`src/rtl/ysyx_25010008_lsu_pkg.sv`:
```
// Shared definitions for the load/store unit: access size encodings,
// AXI4-Lite response codes and the LSU control state enumeration.
package ysyx_25010008_lsu_pkg;

  localparam logic [1:0] SIZE_BYTE = 2'd0;
  localparam logic [1:0] SIZE_HALF = 2'd1;
  localparam logic [1:0] SIZE_WORD = 2'd2;
  localparam logic [1:0] SIZE_ILL  = 2'd3;

  localparam logic [1:0] RESP_OKAY   = 2'b00;
  localparam logic [1:0] RESP_SLVERR = 2'b10;

  typedef enum logic [2:0] {
    S_IDLE,
    S_RD_ADDR,
    S_RD_DATA,
    S_WR_REQ,
    S_WR_RESP,
    S_RESP
  } lsu_state_t;

endpackage

```
`src/rtl/ysyx_25010008_lsu_align.sv`:
```
// Combinational lane logic for the LSU.
//   offset/size/is_unsigned : byte offset, access size, zero-extend select
//   store_data -> lane_data/lane_strb : replicated store data and byte strobes
//   load_data  -> load_ext            : shifted and extended load result
//   misalign/illegal                  : access legality
//   eff_offset                        : offset actually used on the bus
// When CHECK_ALIGN is 0 a misaligned access is folded to offset 0, so lanes,
// strobes and the load shift all agree with the word-aligned bus address.
module ysyx_25010008_lsu_align
  import ysyx_25010008_lsu_pkg::*;
#(
  parameter bit CHECK_ALIGN = 1'b1
) (
  input  logic [1:0]  offset,
  input  logic [1:0]  size,
  input  logic        is_unsigned,
  input  logic [31:0] store_data,
  input  logic [31:0] load_data,
  output logic [1:0]  eff_offset,
  output logic [31:0] lane_data,
  output logic [3:0]  lane_strb,
  output logic [31:0] load_ext,
  output logic        misalign,
  output logic        illegal
);

  logic [31:0]        shifted;
  logic signed [7:0]  byte_s;
  logic signed [15:0] half_s;

  assign misalign   = ((size == SIZE_HALF) && offset[0]) ||
                      ((size == SIZE_WORD) && (offset != 2'd0));
  assign illegal    = (size == SIZE_ILL);
  assign eff_offset = (misalign && !CHECK_ALIGN) ? 2'd0 : offset;

  assign shifted = load_data >> {eff_offset, 3'b000};
  assign byte_s  = shifted[7:0];
  assign half_s  = shifted[15:0];

  always_comb begin
    lane_data = store_data;
    lane_strb = 4'b1111;
    load_ext  = shifted;
    case (size)
      SIZE_BYTE: begin
        lane_data = {4{store_data[7:0]}};
        lane_strb = 4'b0001 << eff_offset;
        load_ext  = is_unsigned ? {24'd0, shifted[7:0]} : 32'(byte_s);
      end
      SIZE_HALF: begin
        lane_data = {2{store_data[15:0]}};
        lane_strb = 4'b0011 << eff_offset;
        load_ext  = is_unsigned ? {16'd0, shifted[15:0]} : 32'(half_s);
      end
      default: begin
        lane_data = store_data;
        lane_strb = 4'b1111;
        load_ext  = shifted;
      end
    endcase
  end

endmodule

```
`src/rtl/ysyx_25010008_lsu.sv`:
```
// Load/store unit: converts one EXU request at a time into a single
// AXI4-Lite read or write on arbiter master port 1, and returns one response.
//   clock, reset (async, active-low)
//   req_*  : EXU request (valid/ready, wen, addr, wdata, size, unsigned)
//   resp_* : response (valid/ready, rdata, err)
//   ar*/r*/aw*/w*/b* : AXI4-Lite master channels, all outputs registered
// Misaligned (when CHECK_ALIGN) and illegal-size requests finish with an error
// response and never touch the bus.
module ysyx_25010008_lsu
  import ysyx_25010008_lsu_pkg::*;
#(
  parameter bit CHECK_ALIGN = 1'b1
) (
  input  logic        clock,
  input  logic        reset,
  input  logic        req_valid,
  output logic        req_ready,
  input  logic        req_wen,
  input  logic [31:0] req_addr,
  input  logic [31:0] req_wdata,
  input  logic [1:0]  req_size,
  input  logic        req_unsigned,
  output logic        resp_valid,
  input  logic        resp_ready,
  output logic [31:0] resp_rdata,
  output logic        resp_err,
  output logic [31:0] araddr,
  output logic        arvalid,
  input  logic        arready,
  input  logic [31:0] rdata,
  input  logic [1:0]  rresp,
  input  logic        rvalid,
  output logic        rready,
  output logic [31:0] awaddr,
  output logic        awvalid,
  input  logic        awready,
  output logic [31:0] wdata,
  output logic [3:0]  wstrb,
  output logic        wvalid,
  input  logic        wready,
  input  logic [1:0]  bresp,
  input  logic        bvalid,
  output logic        bready
);

  lsu_state_t  state, state_n;
  logic [1:0]  offset_q, size_q;
  logic        uns_q;
  logic        aw_done, w_done, aw_done_n, w_done_n;
  logic        accept, bad_req;
  logic [1:0]  al_offset, al_size, eff_offset;
  logic        al_uns, misalign, illegal;
  logic [31:0] lane_data, load_ext, eff_addr;
  logic [3:0]  lane_strb;

  // Incoming request fields drive the lane logic while idle; afterwards the
  // latched copies drive it so the load shift sees the accepted address.
  assign al_offset = (state == S_IDLE) ? req_addr[1:0] : offset_q;
  assign al_size   = (state == S_IDLE) ? req_size      : size_q;
  assign al_uns    = (state == S_IDLE) ? req_unsigned  : uns_q;

  ysyx_25010008_lsu_align #(
    .CHECK_ALIGN(CHECK_ALIGN)
  ) u_align (
    .offset      (al_offset),
    .size        (al_size),
    .is_unsigned (al_uns),
    .store_data  (req_wdata),
    .load_data   (rdata),
    .eff_offset  (eff_offset),
    .lane_data   (lane_data),
    .lane_strb   (lane_strb),
    .load_ext    (load_ext),
    .misalign    (misalign),
    .illegal     (illegal)
  );

  // Gated by reset so the EXU sees no ready while the unit is held in reset.
  assign req_ready = (state == S_IDLE) && reset;
  assign accept    = req_valid && (state == S_IDLE);
  assign bad_req   = illegal || (CHECK_ALIGN && misalign);
  assign eff_addr  = {req_addr[31:2], eff_offset};

  always_comb begin
    state_n   = state;
    aw_done_n = aw_done;
    w_done_n  = w_done;
    case (state)
      S_IDLE: begin
        if (req_valid) begin
          aw_done_n = 1'b0;
          w_done_n  = 1'b0;
          if (bad_req)      state_n = S_RESP;
          else if (req_wen) state_n = S_WR_REQ;
          else              state_n = S_RD_ADDR;
        end
      end
      S_RD_ADDR: if (arready) state_n = S_RD_DATA;
      S_RD_DATA: if (rvalid)  state_n = S_RESP;
      S_WR_REQ: begin
        if (awvalid && awready) aw_done_n = 1'b1;
        if (wvalid && wready)   w_done_n  = 1'b1;
        if (aw_done_n && w_done_n) state_n = S_WR_RESP;
      end
      S_WR_RESP: if (bvalid)     state_n = S_RESP;
      S_RESP:    if (resp_ready) state_n = S_IDLE;
      default:   state_n = S_IDLE;
    endcase
  end

  always_ff @(posedge clock or negedge reset) begin
    if (!reset) begin
      state      <= S_IDLE;
      offset_q   <= 2'd0;
      size_q     <= 2'd0;
      uns_q      <= 1'b0;
      aw_done    <= 1'b0;
      w_done     <= 1'b0;
      arvalid    <= 1'b0;
      rready     <= 1'b0;
      awvalid    <= 1'b0;
      wvalid     <= 1'b0;
      bready     <= 1'b0;
      resp_valid <= 1'b0;
      araddr     <= '0;
      awaddr     <= '0;
      wdata      <= '0;
      wstrb      <= '0;
      resp_rdata <= '0;
      resp_err   <= 1'b0;
    end else begin
      state   <= state_n;
      aw_done <= aw_done_n;
      w_done  <= w_done_n;
      // Handshake outputs follow the next state, so each is registered and
      // drops in the cycle after its own handshake.
      arvalid    <= (state_n == S_RD_ADDR);
      rready     <= (state_n == S_RD_DATA);
      awvalid    <= (state_n == S_WR_REQ) && !aw_done_n;
      wvalid     <= (state_n == S_WR_REQ) && !w_done_n;
      bready     <= (state_n == S_WR_RESP);
      resp_valid <= (state_n == S_RESP);
      if (accept) begin
        offset_q   <= eff_offset;
        size_q     <= req_size;
        uns_q      <= req_unsigned;
        resp_rdata <= '0;
        resp_err   <= bad_req;
        if (!bad_req && !req_wen) araddr <= eff_addr;
        if (!bad_req && req_wen) begin
          awaddr <= eff_addr;
          wdata  <= lane_data;
          wstrb  <= lane_strb;
        end
      end
      if ((state == S_RD_DATA) && rvalid) begin
        resp_err   <= (rresp != RESP_OKAY);
        resp_rdata <= (rresp != RESP_OKAY) ? '0 : load_ext;
      end
      if ((state == S_WR_RESP) && bvalid) begin
        resp_err <= (bresp != RESP_OKAY);
      end
    end
  end

endmodule

```
`config.mk`:
```
export PLATFORM = sky130hd
export DESIGN_NAME = ysyx_25010008_lsu
export DESIGN_NICKNAME = d
export VERILOG_FILES = /design/src/rtl/ysyx_25010008_lsu_pkg.sv /design/src/rtl/ysyx_25010008_lsu_align.sv /design/src/rtl/ysyx_25010008_lsu.sv
export SDC_FILE = /design/constraint.sdc
export NUM_CORES = 1
export LEC_CHECK = 0
export CAP_MARGIN = 10
export CORE_MARGIN = 2
export CORE_UTILIZATION = 35
export CTS_CLUSTER_SIZE = 12
export DETAILED_ROUTE_END_ITERATION = 7
export GPL_TIMING_DRIVEN = 0
export PLACE_DENSITY = 0.68
export SLEW_MARGIN = 20
export SYNTH_ARGS = -nofsm -noshare
export SYNTH_HDL_FRONTEND = slang
export SYNTH_SLANG_ARGS = --single-unit
```
`constraint.sdc`:
```
create_clock -name clock -period 2.3 [get_ports clock]
set_input_delay 0.46 -clock clock [delete_from_list [all_inputs] [get_ports clock]]
set_output_delay 0.46 -clock clock [all_outputs]
set_load 0.01 [all_outputs]
```
### Yosys cells after proc, flatten, opt, wreduce, memory -nomap -nowiden

Index checks and enable logic that the tools add are counted.
Widths: inputs -> output; s select.

| storage, ports and cells | value |
|---|---|
| register bits after elaboration | 149 |
| latch bits | 0 |
| memory bits (writable) | 0 |
| ROM bits | 0 |
| input port bits | 113 |
| output and inout port bits | 140 |
| word-level logic and storage cells | 93 |
| memories | 0 |

| operators by class | value |
|---|---|
| add/subtract/negate cells | 0 |
| multiply operators | 0 |
| div/mod/pow operators | 0 |
| $lt $le $gt $ge | 0 |
| equal/unequal tests | 13 |
| shifts and indexed selects | 3 |
| muxes and demuxes | 31 |
| bitwise logic cells | 0 |
| reductions and logical operators | 28 |

Operator list:

| cell | number |
|---|---|
| $mux 32 | 5 |
| $pmux 32 s2 | 2 |
| $shr 32x5->32 | 1 |
| $mux 3 | 7 |
| $pmux 3 s6 | 1 |
| $logic_and 1x1->1 | 13 |
| $eq 3x2->1 const B | 4 |
| $eq 3x3->1 const B | 4 |
| $mux 1 | 10 |
| $pmux 4 s2 | 1 |
| $reduce_bool 2->1 | 4 |
| $eq 3x1->1 const B | 2 |
| $mux 2 | 3 |
| $eq 2x2->1 const B | 2 |
| $logic_not 1->1 | 4 |
| $pmux 1 s2 | 2 |
| $reduce_and 2->1 | 2 |
| $shl 1x2->4 const A | 1 |
| $shl 2x2->4 const A | 1 |
| $logic_not 3->1 | 1 |
| $reduce_bool 3->1 | 1 |
| $eq 2x1->1 const B | 1 |
| $logic_not 2->1 | 1 |
| $logic_or 1x1->1 | 2 |

### Logic depth before layout (Yosys ltp)

Gate-level depths: netlist of run 1.

| logic depth | value |
|---|---|
| depth in word-level cells | 11 |
| gate-level depth with buffers | 8 |

### Hierarchy

A second synthesis of run 1 with hierarchy kept.

| unflattened totals | value |
|---|---|
| cell total of the unflattened synthesis | 570 |
| area, all modules | 7250.7 um^2 |

By module, submodules not included:

| module | instances | cells an instance | area each (um^2) | sequential area each (um^2) |
|---|---|---|---|---|
| ysyx_25010008_lsu | 1 | 370 | 5925.7 | 3728.6 |
| ysyx_25010008_lsu_align | 1 | 200 | 1325.0 | 0.0 |

### Worst setup path before layout of run 1

OpenSTA, ideal clock, no wires.

| timing | value |
|---|---|
| path kind | register to register |
| start point | register state[1] |
| end point | register resp_rdata[21] |
| arrival time | 2.090 ns |
| path slack | 0.143 ns |
| stages on the path, launching flop included | 8 |
| buffers on the path | 2 |
| clock period less this slack | 2.157 ns |
| cell sequence | dfrtp_1 buf_4 nor3_4 mux2_2 or3_1 a31oi_4 buf_2 a221o_1 |

| between the ends | value |
|---|---|
| cells in the longest elaborated chain, start to end | 7 |
| elaborated cells on any way between the ends | 16 |
| those cells by class | eq/ne (2); shift (1); mux (8); reduce/logical (5) |

Ends and longest elaborated chain:

| element | line | source |
|---|---|---|
| start: declaration | ysyx_25010008_lsu.sv:46 | `lsu_state_t state, state_n;` |
| start signal: assignment | ysyx_25010008_lsu.sv:132 | `state <= state_n;` |
| $logic_not 3->1 | - |  |
| $mux 2 | ysyx_25010008_lsu.sv:58 | `assign al_offset = (state == S_IDLE) ? req_addr[1:0] : offset_q;` |
| $shr 32x5->32 | ysyx_25010008_lsu_align.sv:36 | `assign shifted = load_data >> {eff_offset, 3'b000};` |
| $mux 32, on equally long branches | ysyx_25010008_lsu_align.sv:53, ysyx_25010008_lsu_align.sv:48 |  |
| $pmux 32 s2 | ysyx_25010008_lsu_align.sv:44 | `case (size)` |
| $mux 32 | ysyx_25010008_lsu.sv:158 | `resp_rdata <= (rresp != RESP_OKAY) ? '0 : load_ext;` |
| $mux 32 | ysyx_25010008_lsu.sv:156 | `if ((state == S_RD_DATA) && rvalid) begin` |
| end signal: assignment | ysyx_25010008_lsu.sv:158 |  |
| end: declaration | ysyx_25010008_lsu.sv:25 | `output logic [31:0] resp_rdata,` |

Several ways; a longest one is shown, not always the timed one.
A chain may end at the register's enable or synchronous reset.

### Final worst setup path of run 1

| timing | value |
|---|---|
| start point | register state[2] |
| end point | register resp_rdata[26] |

Same word-level chain as after synthesis.

==> reports/metrics.yaml, run 1 <==
status: "finished, final reports clean"
first_pass_iters: 5
p_sw_share_pct: 33.9
synth_edf_count: 0
drt_iter0_drc: 257
place_inst: 1029
yosys-top-cells-area: "dfrtp_1, mux2_2, mux2i_1"
portBuffers: 250
area_growth_pct: 55.8
yosysWarnings: 0
chipWidth_um: 143
drcViolationCount: 0
p_sw_mw: 4.59
crit_required_ns: 2.65
ir_drop_mv: 0.707
hpwl_mm: 15.3
p_leak_nw: 4.67
die_h_um: 143
viasPerCell: 5.13
layout.cells.non_filler: 1079
overflow: 0
muxShareOfSynthArea_pct: 20.5
p_int_mw: 8.96
end_kind: "flip-flop"
relSlewSlack_pct: 52.0
synth-main-ff-cell: "dfrtp_1"
cts_root_buffer: "clkbuf_16"
nFillCells: 1599
clk_latency_ns: 0.43
grt_pass1_wl_mm: 32.6
antenna_found_initial: 2
cts_tree: "yes"
skew_ns: 0.0139
grt_pass1_vias: 5851
syn_area_per_cell_um2: 12.4
cts_made_buffers: 17
synth.most_common_cell: "dfrtp_1"
dieArea_mm2: 0.0204
ys_seq_area_share_pct: 55.4
nets: 944
cts.sinks: 149
cts_max_level: 4
synth_top_family_by_area: "multiplexers"
synth-xor-area-share_pct: 0
synth_cell_types: 47
period_share_pct: 96.4
design_area_mm2: 0.0105
rows: 50
fmax_mhz: 451
power_mw: 13.5
grt_usage_pct: 21.0
synth_nets: 657
worst_ep_arrival_time_ns: 2.57
antenna_left: 0
yosysTopAreaCellShare_pct: 55.4
routedWlPerCell_um: 19.5
synth-seq-cells: 149
crit_type: "reg2reg"
hp-class: "in2async"
clk_pin_slew_worst_paths_ns: 0.06
place_congestion: 0.817
setup_viol: 0
min_period_ns: 2.22
synth_common_cells: "dfrtp_1, mux2_2, mux2i_1"
synth.largest_area_cell: "dfrtp_1"
synthSimpleGateAreaFrac_pct: 8.93
hold_viol: 0
worstPathMaxFanout: 10
clk_path_buf_depth: 2
finalWirelength_mm: 21.1
grt_max_degree: 56
slew_viol_final: 0
drive_gt1_share_pct: 21.2
worst_hold_slack_ns: 0.0238
synthAdderAreaFrac_pct: 0
vias: 5538
coreArea_mm2: 0.0188
cap_violations: 0
syn-instance-count: 544
clkPwrFrac_pct: 21.9
ios: 253
syn-cell-area_mm2: 0.00673
rsz0062_at_grt: "true"
start_kind: "flip-flop"
placed_cell_area_mm2: 0.00956
combPwrFrac_pct: 46.5
p_seq_share_pct: 31.6
worst_pin_slew_ns: 0.714
synth_compound_area_share_pct: 12.2
power.density_mw_per_mm2: 1290
initial_core_util_pct: 35.9
async_flop_share_pct: 100
-- stage by stage --
| stage | util, % | worst slack, ns | TNS, ns |
|---|---|---|---|
| global placement | 50.7 | -5.64 | -908.15 |
| finish | 55.9 | 0.0828 | 0 |
| floorplan | - | 0.143 | 0 |
| CTS | 55.4 | 0.0153 | 0 |
| global route | 55.9 | -0.0152 | -0.0152 |
| detailed placement | 50.9 | -0.684 | -67.73 |
-- sequential cells by signal, indices dropped and copies added (netlist names), 2 cells and up --
register / cells
offset_q: 2
wstrb: 4
size_q: 2
resp_rdata: 32
araddr: 32
wdata: 32
awaddr: 32
state: 3
-- power by group through the flow --
stage / registers [mW] / clock network, mW / logic [mW]
CTS: 4.29 / 3.02 / 6.23
floorplan: 4.73 / 0 / 2.47
global route: 4.42 / 3.14 / 6.78
global placement: 4.29 / 0 / 5.97
finish: 4.28 / 2.96 / 6.31
detailed placement: 4.31 / 0 / 5.99
-- metal layers --
layer / global-route usage (%) / up-vias / part of all wire, %
met1: 25.3 / 2719 / 40
met2: 34.6 / 212 / 48
met4: 6.04 / 2 / 0.94
met5: 0 / - / 0.076
met3: 8.58 / 19 / 10
li1: - / 2586 / -
-- cells by family (layout without fill, tap and decap cells) --
group / after synthesis / count (layout)
flops: 149 / 149
other cells: 0 / 1
mux: 126 / 126
buf+inv: 39 / 339
simple gates: 119 / 119
compound gates: 111 / 111
-- cell usage in the layout (no fill, tap or decap), types with 4 or more instances in the layout --
| cell type | Yosys | final |
|---|---|---|
| clkdlybuf4s50_1 | 0 | 248 |
| dfrtp_1 | 149 | 149 |
| mux2_2 | 82 | 81 |
| mux2i_1 | 39 | 38 |
| nand2_1 | 37 | 37 |
| nor2_1 | 36 | 35 |
| o21ai_0 | 26 | 26 |
| a221o_1 | 23 | 23 |
| clkbuf_16 | 0 | 17 |
| buf_4 | 5 | 16 |
| a21oi_1 | 16 | 15 |
| a21o_1 | 11 | 11 |
| buf_6 | 2 | 10 |
| clkbuf_1 | 16 | 10 |
| a211oi_1 | 10 | 10 |
| clkbuf_2 | 0 | 7 |
| buf_2 | 12 | 7 |
| a222oi_1 | 7 | 7 |
| nand2b_1 | 6 | 6 |
| nand3b_1 | 5 | 5 |
| nor2b_1 | 5 | 5 |
| and3_1 | 4 | 4 |
| inv_1 | 4 | 4 |
| mux2_1 | 4 | 4 |
| inv_6 | 0 | 4 |
-- worst paths after layout --
kind / from / to / slack, ns / cells after the start
worst min register to register: wdata[23]$_DFFE_PN0P_ / wdata[23]$_DFFE_PN0P_ / 0.48 / 2
max in group asynchronous: reset / araddr[30]$_DFFE_PN0P_ / 1.91 / 2
min in group clock: wdata[23]$_DFFE_PN0P_ / wdata[23]$_DFFE_PN0P_ / 0.48 / 2
worst max-delay path: state[2]$_DFF_PN0_ / resp_rdata[26]$_DFFE_PN0P_ / 0.08 / 8
worst min-delay path: reset / resp_rdata[26]$_DFFE_PN0P_ / 0.02 / 2
worst max register to register: state[2]$_DFF_PN0_ / resp_rdata[26]$_DFFE_PN0P_ / 0.08 / 8
-- layout make-up --
cell class,count,area [µm²],area share [%]
Buffer,35,228,2.17
Antenna cell,1,2.50,0.0239
Clock inverter,14,190,1.81
Timing Repair Buffer,268,2720,25.9
Multi-Input combinational cell,356,2880,27.5
Sequential cell,149,3730,35.6
Tap cell,234,293,2.79
Clock buffer,18,429,4.09
Inverter,4,15.0,0.143
-- repair_timing --
action                     4_1_cts  5_1_grt
setup buffers                    9        5
hold endpoints to repair        55        0
pin swaps                        1        1
gates resized for setup         24       15
hold buffers                     1        0
gates cloned                     2        0
setup endpoints to repair      124       98
-- critical path, cell delays in order (launching register included) --
cell and delay (ns):
dfrtp_1 0.37, buf_6 0.14, nor3_4 0.26, buf_4 0.16, mux2_4 0.29, or3_4 0.38, a31oi_4 0.25, buf_6 0.17
a221o_1 0.12
Note: power is estimated with default switching activity, not from simulation.
==> run 2, diff against run 1 <==
Settings changed: PLACE_DENSITY 0.68 to 0.67, SYNTH_HIERARCHICAL set to 1.
==> run 2 against run 1 <==
The run now ends with setup timing left. Sequential power up 2%. Cell count up 9.3%. Highest routed layer is now met4. Combinational power up 58%. Non-clock buffer count up 56. Core utilization up 2.8 points. Sequential cell count unchanged. Total power up 27%. Critical path type unchanged. Clock skew up 0.0026 ns. Wire length up 9.3%. Fmax down 25%. Register-to-register slack worse by 0.75 ns. Sequential share of layout area down 4.2 points.
==> reports/metrics.yaml, run 2 <==
status: "complete, but fails checks"  # was finished, final reports clean
violations: "setup timing"
yosys-top-cells-area: "dfrtp_1, mux2_2, mux2_4"  # was dfrtp_1, mux2_2, mux2i_1
fmax_mhz: 336  # was 451 MHz
grt_pass1_vias: 5930  # was 5851
die_h_um: 148  # was 143 µm
syn-cell-area_mm2: 0.00725  # was 0.00673 mm²
cap_violations: 0  # unchanged
hp-class: "in2async"  # unchanged
end_kind: "flip-flop"  # unchanged
cts_tree: "yes"  # unchanged
reg2reg_depth: 16  # was 8
drt_iter0_drc: 251  # was 257
grt_pass1_wl_mm: 35.0  # was 32.6 mm
synth.largest_area_cell: "dfrtp_1"  # unchanged
synth_top_family_by_area: "multiplexers"  # unchanged
crit_required_ns: 2.61  # was 2.65 ns
synthAdderAreaFrac_pct: 0  # unchanged
clk_path_buf_depth: 2  # unchanged
portBuffers: 252  # was 250
final_util_pct: 58.7  # was 55.9%
relSlewSlack_pct: 62.3  # was 52.0%
viasPerCell: 4.86  # was 5.13
ys_seq_area_share_pct: 51.4  # was 55.4%
drive_gt1_share_pct: 34.9  # was 21.2%
antenna_left: 0  # unchanged
cts.sinks: 149  # unchanged
clk_pin_slew_worst_paths_ns: 0.07  # was 0.06 ns
layout_common_cells: "clkdlybuf4s50_1, dfrtp_1, mux2_2, nand2_1, mux2_4"  # was clkdlybuf4s50_1, dfrtp_1, mux2_2, mux2i_1, nand2_1
synth-seq-cells: 149  # unchanged
muxShareOfSynthArea_pct: 23.4  # was 20.5%
antenna_found_initial: 0  # was 2
synth_compound_area_share_pct: 10.1  # was 12.2%
r2r-end: "araddr[20]$_DFFE_PN0P_"  # was resp_rdata[26]$_DFFE_PN0P_
ir_drop_mv: 0.605  # was 0.707 mV
yosysWarnings: 6  # was 0
place_ws_ns: -1.27  # was -0.684 ns
crit_type: "reg2reg"  # unchanged
synth.most_common_cell: "dfrtp_1"  # unchanged
nets: 1009  # was 944
finalWirelength_mm: 23.1  # was 21.1 mm
vias: 5725  # was 5538
place_congestion: 0.828  # was 0.817
ios: 253  # unchanged
worst_pin_slew_ns: 0.561  # was 0.714 ns
worst_ep_arrival_time_ns: 3.28  # was 2.57 ns
hpwl_mm: 15.7  # was 15.3 mm
cts_max_level: 4  # unchanged
grt_usage_pct: 21.0  # about the same
synthSimpleGateAreaFrac_pct: 9.46  # was 8.93%
async_flop_share_pct: 100  # unchanged
setup_slack_ns: -0.672  # was 0.0828 ns
overflow: 0  # unchanged
yosysTopAreaCellShare_pct: 51.4  # was 55.4%
worst_hold_slack_ns: 0.0150  # was 0.0238 ns
grt_max_degree: 82  # was 56
rows: 52  # was 50
syn_area_per_cell_um2: 12.7  # was 12.4 µm²
synth_cell_types: 56  # was 47
first_pass_iters: 4  # was 5
synth_common_cells: "dfrtp_1, mux2_2, nand2_1"  # was dfrtp_1, mux2_2, mux2i_1
period_share_pct: 129  # was 96.4%
antenna_cells: 0  # was 1
min_period_ns: 2.97  # was 2.22 ns
cts_root_buffer: "clkbuf_16"  # unchanged
p_leak_nw: 5.30  # was 4.67 nW
skew_ns: 0.0165  # was 0.0139 ns
power_mw: 17.2  # was 13.5 mW
slew_viol_final: 0  # unchanged
chipWidth_um: 148  # was 143 µm
synth-main-ff-cell: "dfrtp_1"  # unchanged
initial_core_util_pct: 35.7  # was 35.9%
worstPathMaxFanout: 9  # was 10
area_growth_pct: 64.2  # was 55.8%
final_common_cell: "clkdlybuf4s50_1"  # unchanged
setup_viol: 141  # was 0
hold_viol: 0  # unchanged
coreArea_mm2: 0.0203  # was 0.0188 mm²
final.setup.tns_ns: -79.17  # was 0 ns
rr_startpoint: "state[2]$_DFF_PN0_"  # unchanged
synth-xor-area-share_pct: 0  # unchanged
rsz0062_at_grt: "true"  # unchanged
cts_made_buffers: 17  # unchanged
synth_nets: 683  # was 657
r2r_slack_ns: -0.67  # was 0.08 ns
start_kind: "flip-flop"  # unchanged
dieArea_mm2: 0.0219  # was 0.0204 mm²
synth_edf_count: 0  # unchanged
routedWlPerCell_um: 19.6  # was 19.5 µm
clk_latency_ns: 0.43  # about the same
nFillCells: 1668  # was 1599
syn-instance-count: 570  # was 544
power.density_mw_per_mm2: 1450  # was 1290 mW/mm²
drcViolationCount: 0  # unchanged
## run 2: metal layers
metal	vias to the layer above	track usage [%]	routed length (µm)
li1	2702	-	-
met1	2801	28.6	9970
met2	199	33.7	11300
met3	23	5.03	1460
met4	0	5.62	351
met5	-	0	0
## run 2: worst max path at each step
stage                                  start                endpoint  depth (start not counted)
after floorplan           state[0]$_DFF_PN0_  awaddr[31]$_DFFE_PN0P_                         13
after global routing      state[0]$_DFF_PN0_  araddr[30]$_DFFE_PN0P_                         15
after global placement                 reset   wdata[19]$_DFFE_PN0P_                          1
final                     state[2]$_DFF_PN0_  araddr[20]$_DFFE_PN0P_                         16
after CTS                 state[1]$_DFF_PN0_    wdata[5]$_DFFE_PN0P_                         16
after detailed placement  state[0]$_DFF_PN0_   wdata[31]$_DFFE_PN0P_                         11
## run 2: area by class of cell
class	instances	area (µm²)	share of cell area, %
clock inverter	15	186	1.57
multi-input combinational	367	3470	29.1
sequential	149	3730	31.3
tap	270	338	2.84
buffer	43	479	4.02
timing repair buffer	316	3270	27.5
inverter	2	7.51	0.0631
clock buffer	17	425	3.57
## run 2: worst max-delay path: stages, from the launching register on
cell and delay (ns):
dfrtp_1 0.38, buf_6 0.14, nor3_4 0.24, buf_6 0.16
mux2_4 0.33, clkbuf_16 0.15, buf_8 0.11, o21ai_2 0.09
o21ai_1 0.09, nor2_2 0.09, buf_6 0.11, buf_4 0.11
nand3_4 0.10, nor2_8 0.19, buf_12 0.13, clkbuf_16 0.15
mux2_4 0.29
## run 2: kinds of logic after synthesis
kind of cell / count (synthesis)
AOI/OAI and AO/OA: 96
DFF: 149
buffers and inverters: 54
muxes: 142
and+or+nand+nor: 129
## run 2: through the flow
stage	cells	instance area, µm²
after floorplan	570	7380
after global placement	1092	10200
after detailed placement	1093	10300
after CTS	1171	11700
after global routing	1179	11900
final	1179	11900
## run 2: what timing repair did
action / CTS / global route
gates resized for setup: 82 / 41
hold endpoints to repair: 4 / 0
pin swaps: 23 / 18
setup buffers: 40 / 14
hold buffers: 4 / 0
setup endpoints to repair: 141 / 141
gates cloned: 5 / 2
## run 2: where the power goes
part           total, mW  internal, mW  switching, mW  leakage (nW)
logic               9.96          5.76           4.20          3.13
clock network       2.92          1.65           1.26         0.299
registers           4.35          3.75          0.596          1.87
total               17.2          11.2           6.06          5.30
